==> src/rtl/bpred_pht_ctrl.sv <==
// Pattern history table controller: owns a 2^IDX_W x 2-bit counter array behind one port,
// arbitrating fetch lookups against queued retire updates applied as read-modify-write.
module bpred_pht_ctrl #(
    parameter int unsigned IDX_W    = 6,
    parameter logic [1:0]  INIT_CTR = 2'b01,
    parameter int unsigned UQ_DEPTH = 2
) (
    input  logic             clk_i,
    input  logic             rst_ni,
    input  logic             init_req_i,
    input  logic             lk_valid_i,
    input  logic [IDX_W-1:0] lk_idx_i,
    output logic             lk_ready_o,
    output logic             pred_valid_o,
    output logic             pred_taken_o,
    output logic [1:0]       pred_ctr_o,
    input  logic             up_valid_i,
    input  logic [IDX_W-1:0] up_idx_i,
    input  logic             up_taken_i,
    output logic             up_ready_o,
    output logic             busy_o
);

    localparam int unsigned Entries = 1 << IDX_W;
    localparam int unsigned PtrW    = (UQ_DEPTH > 1) ? $clog2(UQ_DEPTH) : 1;
    localparam int unsigned CntW    = $clog2(UQ_DEPTH + 1);

    typedef enum logic {StInit, StRun} state_e;
    // The read phase is the pop cycle itself; the engine only registers the pending write.
    typedef enum logic {UIdle, UWr} ueng_e;

    state_e             state_q, state_d;
    ueng_e              ueng_q, ueng_d;
    logic [IDX_W-1:0]   sweep_q, sweep_d;
    logic [IDX_W-1:0]   upd_idx_q, upd_idx_d;
    logic [1:0]         upd_ctr_q, upd_ctr_d;
    logic [PtrW-1:0]    wptr_q, wptr_d;
    logic [PtrW-1:0]    rptr_q, rptr_d;
    logic [CntW-1:0]    cnt_q, cnt_d;
    logic               pred_valid_q, pred_valid_d;
    logic [1:0]         pred_ctr_q, pred_ctr_d;

    logic [1:0]         pht_q [Entries];
    logic [IDX_W-1:0]   uq_idx_q [UQ_DEPTH];
    logic               uq_tk_q [UQ_DEPTH];

    logic               run, q_full, q_empty;
    logic               lk_fire, push, u_rd, wr_upd;
    logic [IDX_W-1:0]   head_idx;
    logic               head_tk;
    logic [1:0]         head_ctr;

    function automatic logic [1:0] sat_ctr(input logic [1:0] c, input logic tk);
        if (tk) begin
            return (c == 2'b11) ? c : c + 2'b01;
        end
        return (c == 2'b00) ? c : c - 2'b01;
    endfunction

    assign run      = (state_q == StRun);
    assign q_full   = (cnt_q == CntW'(UQ_DEPTH));
    assign q_empty  = (cnt_q == '0);
    assign head_idx = uq_idx_q[rptr_q];
    assign head_tk  = uq_tk_q[rptr_q];
    assign head_ctr = pht_q[head_idx];

    assign up_ready_o = run && !init_req_i && !q_full;
    assign lk_ready_o = run && !init_req_i && (ueng_q != UWr) && !q_full;
    assign push       = up_valid_i && up_ready_o;
    assign lk_fire    = lk_valid_i && lk_ready_o;
    // A full queue steals the port from lookups; otherwise lookups win over draining.
    assign u_rd       = run && !init_req_i && (ueng_q == UIdle) && !q_empty
                        && (q_full || !lk_valid_i);
    assign wr_upd     = run && !init_req_i && (ueng_q == UWr);

    always_comb begin
        state_d      = state_q;
        ueng_d       = ueng_q;
        sweep_d      = sweep_q;
        upd_idx_d    = upd_idx_q;
        upd_ctr_d    = upd_ctr_q;
        wptr_d       = wptr_q;
        rptr_d       = rptr_q;
        cnt_d        = cnt_q;
        pred_valid_d = lk_fire;
        pred_ctr_d   = lk_fire ? pht_q[lk_idx_i] : pred_ctr_q;

        if (init_req_i) begin
            state_d = StInit;
            sweep_d = '0;
            ueng_d  = UIdle;
            wptr_d  = '0;
            rptr_d  = '0;
            cnt_d   = '0;
        end else begin
            unique case (state_q)
                StInit: begin
                    sweep_d = sweep_q + IDX_W'(1);
                    if (sweep_q == '1) begin
                        state_d = StRun;
                    end
                end
                StRun: begin
                    if (push) begin
                        wptr_d = wptr_q + PtrW'(1);
                    end
                    if (u_rd) begin
                        rptr_d = rptr_q + PtrW'(1);
                    end
                    cnt_d = cnt_q + CntW'(push) - CntW'(u_rd);
                    if (ueng_q == UWr) begin
                        ueng_d = UIdle;
                    end else if (u_rd) begin
                        ueng_d    = UWr;
                        upd_idx_d = head_idx;
                        upd_ctr_d = sat_ctr(head_ctr, head_tk);
                    end
                end
                default: state_d = StInit;
            endcase
        end
    end

    always_ff @(posedge clk_i) begin
        if (!rst_ni) begin
            state_q      <= StInit;
            ueng_q       <= UIdle;
            sweep_q      <= '0;
            upd_idx_q    <= '0;
            upd_ctr_q    <= '0;
            wptr_q       <= '0;
            rptr_q       <= '0;
            cnt_q        <= '0;
            pred_valid_q <= 1'b0;
            pred_ctr_q   <= '0;
        end else begin
            state_q      <= state_d;
            ueng_q       <= ueng_d;
            sweep_q      <= sweep_d;
            upd_idx_q    <= upd_idx_d;
            upd_ctr_q    <= upd_ctr_d;
            wptr_q       <= wptr_d;
            rptr_q       <= rptr_d;
            cnt_q        <= cnt_d;
            pred_valid_q <= pred_valid_d;
            pred_ctr_q   <= pred_ctr_d;
        end
    end

    // Storage needs no reset: the sweep rewrites every entry before RUN.
    always_ff @(posedge clk_i) begin
        if (rst_ni) begin
            if (state_q == StInit) begin
                pht_q[sweep_q] <= INIT_CTR;
            end else if (wr_upd) begin
                pht_q[upd_idx_q] <= upd_ctr_q;
            end
            if (push) begin
                uq_idx_q[wptr_q] <= up_idx_i;
                uq_tk_q[wptr_q]  <= up_taken_i;
            end
        end
    end

    assign pred_valid_o = pred_valid_q;
    assign pred_ctr_o   = pred_ctr_q;
    assign pred_taken_o = pred_ctr_q[1];
    assign busy_o       = (state_q == StInit);

endmodule

==> config.mk <==
export PLATFORM = sky130hd
export DESIGN_NAME = bpred_pht_ctrl
export DESIGN_NICKNAME = d
export VERILOG_FILES = /design/src/rtl/bpred_pht_ctrl.sv
export SDC_FILE = /design/constraint.sdc
export NUM_CORES = 1
export LEC_CHECK = 0
export BUFFER_PORTS_ARGS = -buffer_cell sky130_fd_sc_hd__buf_2
export CAP_MARGIN = 20
export CORE_AREA = 5 5 101 198
export CTS_BUF_LIST = sky130_fd_sc_hd__clkbuf_8
export CTS_CLUSTER_SIZE = 28
export DETAILED_ROUTE_END_ITERATION = 8
export DIE_AREA = 0 0 106 203
export GPL_TIMING_DRIVEN = 0
export SLEW_MARGIN = 20
export SYNTH_ARGS = -nofsm -noshare
export SYNTH_HDL_FRONTEND = slang
export SYNTH_SLANG_ARGS = --single-unit
==> constraint.sdc <==
create_clock -name clk_i -period 3.5 [get_ports clk_i]
set_input_delay 0.175 -clock clk_i [delete_from_list [all_inputs] [get_ports clk_i]]
set_output_delay 0.175 -clock clk_i [all_outputs]
set_load 0.1 [all_outputs]
==> results.py <==
metrics = {
    "outcome": {
        "status": "complete, no violations",
    },
    "grt": {
        "grt_max_degree": 65,
        "grt_usage_pct": 22.1,
        "gr-total-overflow": 0,
        "grt_antenna_before_repair": 0,
        "grt_pass1_wl_um": 34300,
        "grt_pass1_vias": 5813,
    },
    "die": {
        "initial_core_util_pct": 44.6,
        "ios": 25,
        "coreArea_um2": 18200,
        "num_rows": 70,
        "dieWidth_um": 106,
        "die_area_um2": 21500,
        "die_height_um": 203,
    },
    "logic_synthesis": {
        "synth_seq_cells": 166,
        "synth_top_area_share_pct": 52.5,
        "synthArstFlopShare_pct": 0,
        "seq_area_frac_synth_pct": 58.4,
        "synthAdderAreaFrac_pct": 0.724,
        "synth_simple_gate_area_share_pct": 14.5,
        "synth_top_family_by_area": "multiplexers",
        "avgSynthCellArea_um2": 12.6,
        "syn-cell-area_um2": 8120,
        "synth_edf_count": 142,
        "yosys.area.top_type": "edfxtp_1",
        "synth_cells": 645,
        "syn_nets": 666,
        "ys.flop_type": "edfxtp_1",
        "yosysWarnings": 0,
        "synth_compound_area_share_pct": 4.08,
        "synth_area_leaders": "edfxtp_1, mux4_2, mux2i_1",
        "synth_cell_type_count": 47,
        "synth_xor_area_share_pct": 0.863,
        "synthMuxAreaShare_pct": 18.8,
    },
    "timing": {
        "tns_ns": 0,
        "setup_viol": 0,
        "clock_skew_ns": 0.0148,
        "slew_headroom_pct": 21.7,
        "timing.hold.ws_ns": 0.130,
        "timing_hold_violations_final": 0,
        "min_period_ns": 3.30,
        "period_share_pct": 94.4,
        "drv_slew": 0,
        "rsz0062_at_grt": "false",
        "tightest_slew_ns": 1.17,
        "fmax_ghz": 0.303,
    },
    "clock_tree": {
        "htreeDepth": 4,
        "clk_latency_ns": 0.47,
        "cts_buffer_depth": 2,
        "cts_tree": "built",
        "clkTransAtPathRegs_ns": 0.09,
        "holdBufCountCts": 10,
        "cts-root-buf": "clkbuf_8",
        "cts_resized": 0,
        "cts_buffers": 17,
        "cts_setup_buffers": 0,
        "cts.sinks": 166,
    },
    "worst_setup_path": {
        "required_ns": 3.84,
        "r2r-end": "upd_ctr_q[0]",
        "path_class": "reg2reg",
        "cp.arrival_ns": 3.64,
        "start_kind": "flop",
        "cp_slowest_cell": "clkbuf_1",
        "path_cells": "buf_4 -> mux2i_4 -> clkbuf_1 -> nand3_1 -> a21oi_1 -> nor4_1 -> nor4_1 -> maj3_2 -> a21oi_1",
        "r2r_slack_ns": 0.20,
        "critPathMaxStageDelay_ns": 0.69,
        "critPathTopFamily": "simple AND/OR/NAND/NOR gates",
        "critPathBufInv": 2,
        "endpoint_kind": "flop",
        "rr_worst_depth": 9,
        "crit_path_max_fanout": 10,
    },
    "final_layout": {
        "final_common_cell": "edfxtp_1",
        "final_util_pct": 49.7,
        "drive_above_1_share_pct": 18.2,
        "antenna_cells": 0,
        "final-instance-count-excl-fill": 925,
        "final_nets": 717,
        "final_cell_mix": "edfxtp_1, nor2_1, nand2_1, mux2i_1, nand3_1",
        "synthToLayoutAreaGrowth_pct": 11.6,
    },
    "routing": {
        "wl_per_cell_um": 24.7,
        "ant_nets": 0,
        "dr.pass1.iters": 5,
        "vias": 5622,
        "drt-total-wl_um": 22800,
        "vias_per_cell": 6.08,
        "post-route-drc-count": 0,
        "drtIter0Drc": 459,
    },
    "job": {
        "max_cap_viol_count": 0,
    },
    "power_and_ir_drop": {
        "ir_worst_vdd_mv": 0.291,
        "power.leakage_uw": 0.00324,
        "totalPowerFinal_uw": 3650,
        "power.density_nw_per_um2": 403,
    },
    "hold_path": {
        "hold_path.class": "in2reg",
        "hold_end": "run",
        "min-delay-start": "init_req_i",
        "min_path_cells": 3,
    },
    "placement": {
        "gp_congestion": 0.908,
        "dp_hpwl_um": 16700,
        "io_buffers": 21,
        "place_inst": 883,
    },
}
## synth_stat cells, drive strengths merged (4+ instances only)
master	number
nor2b	5
nor4	5
o22ai	7
edfxtp	142
mux2i	52
mux4	42
nand2	95
a31oi	8
nand2b	5
buf	26
nor3	5
dfxtp	24
clkbuf	7
xnor2	6
mux2	4
nor2	99
nand3	48
inv	8
a211oi	5
a21oi	21
## cells by family after synthesis
logic type                 count (synthesis)
muxes                                     98
buffers and inverters                     41
AOI/OAI and AO/OA                         52
DFF                                      166
and+or+nand+nor                          275
adders and majority gates                  5
xor gates and xnor gates                   8
## tightest hold or removal path, stage by stage
cell      delay (ns)
buf_2           0.09
nand2b_1        0.22
a21oi_1         0.06
## worst max path at each step
stage / startpoint / end / slack [ns] / cells past startpoint
after floorplan: run / pred_ctr_o[1] / 0.26 / 7
after global placement: run / pht_q[8][1] / -1.06 / 4
after detailed placement: run / cnt_q[1] / 0.28 / 11
after CTS: run / cnt_q[1] / 0.27 / 11
after global routing: flop / upd_ctr_q[1] / 0.11 / 9
final: flop / upd_ctr_q[0] / 0.20 / 9
## layout make-up
class,count,area (um^2)
buffer,33,180
clock buffer,17,234
clock inverter,15,166
fill,1600,9160
inverter,8,30.0
multi-input combinational,438,3200
sequential,166,4740
tap,216,270
timing repair buffer,32,233
## per-layer routing
layer  wire, um  GRT usage (%)  up-vias
li1           -              -     2520
met4       1320           13.2        0
met2      12800           41.6      274
met3       1350           4.39       72
met5          0              0        -
met1       7380           21.9     2756
## power breakdown
| group | internal (uW) | switching, uW |
|---|---|---|
| combinational | 50.4 | 68.1 |
| clock | 654 | 763 |
| sequential | 2120 | 2.18 |
| total | 2820 | 833 |
## metrics by stage
| step | area [um^2] | setup WS, ns |
|---|---|---|
| 3_5_place_dp | 8540 | 0.277 |
| 4_1_cts | 9040 | 0.266 |
| 3_3_place_gp | 8500 | -1.06 |
| 2_1_floorplan | 8130 | 0.259 |
| 5_1_grt | 9060 | 0.110 |
| 6_report | 9060 | 0.198 |
## flip-flops by register name, summed over array words and instances (netlist names), 2 cells and up, named ones only
| signal | flops |
|---|---|
| upd_ctr_q | 2 |
| pred_ctr_o | 2 |
| uq_idx_q | 12 |
| sweep_q | 6 |
| upd_idx_q | 6 |
| cnt_q | 2 |
| pht_q | 128 |
| uq_tk_q | 2 |
No activity file was read; power rests on OpenSTA's default activity.
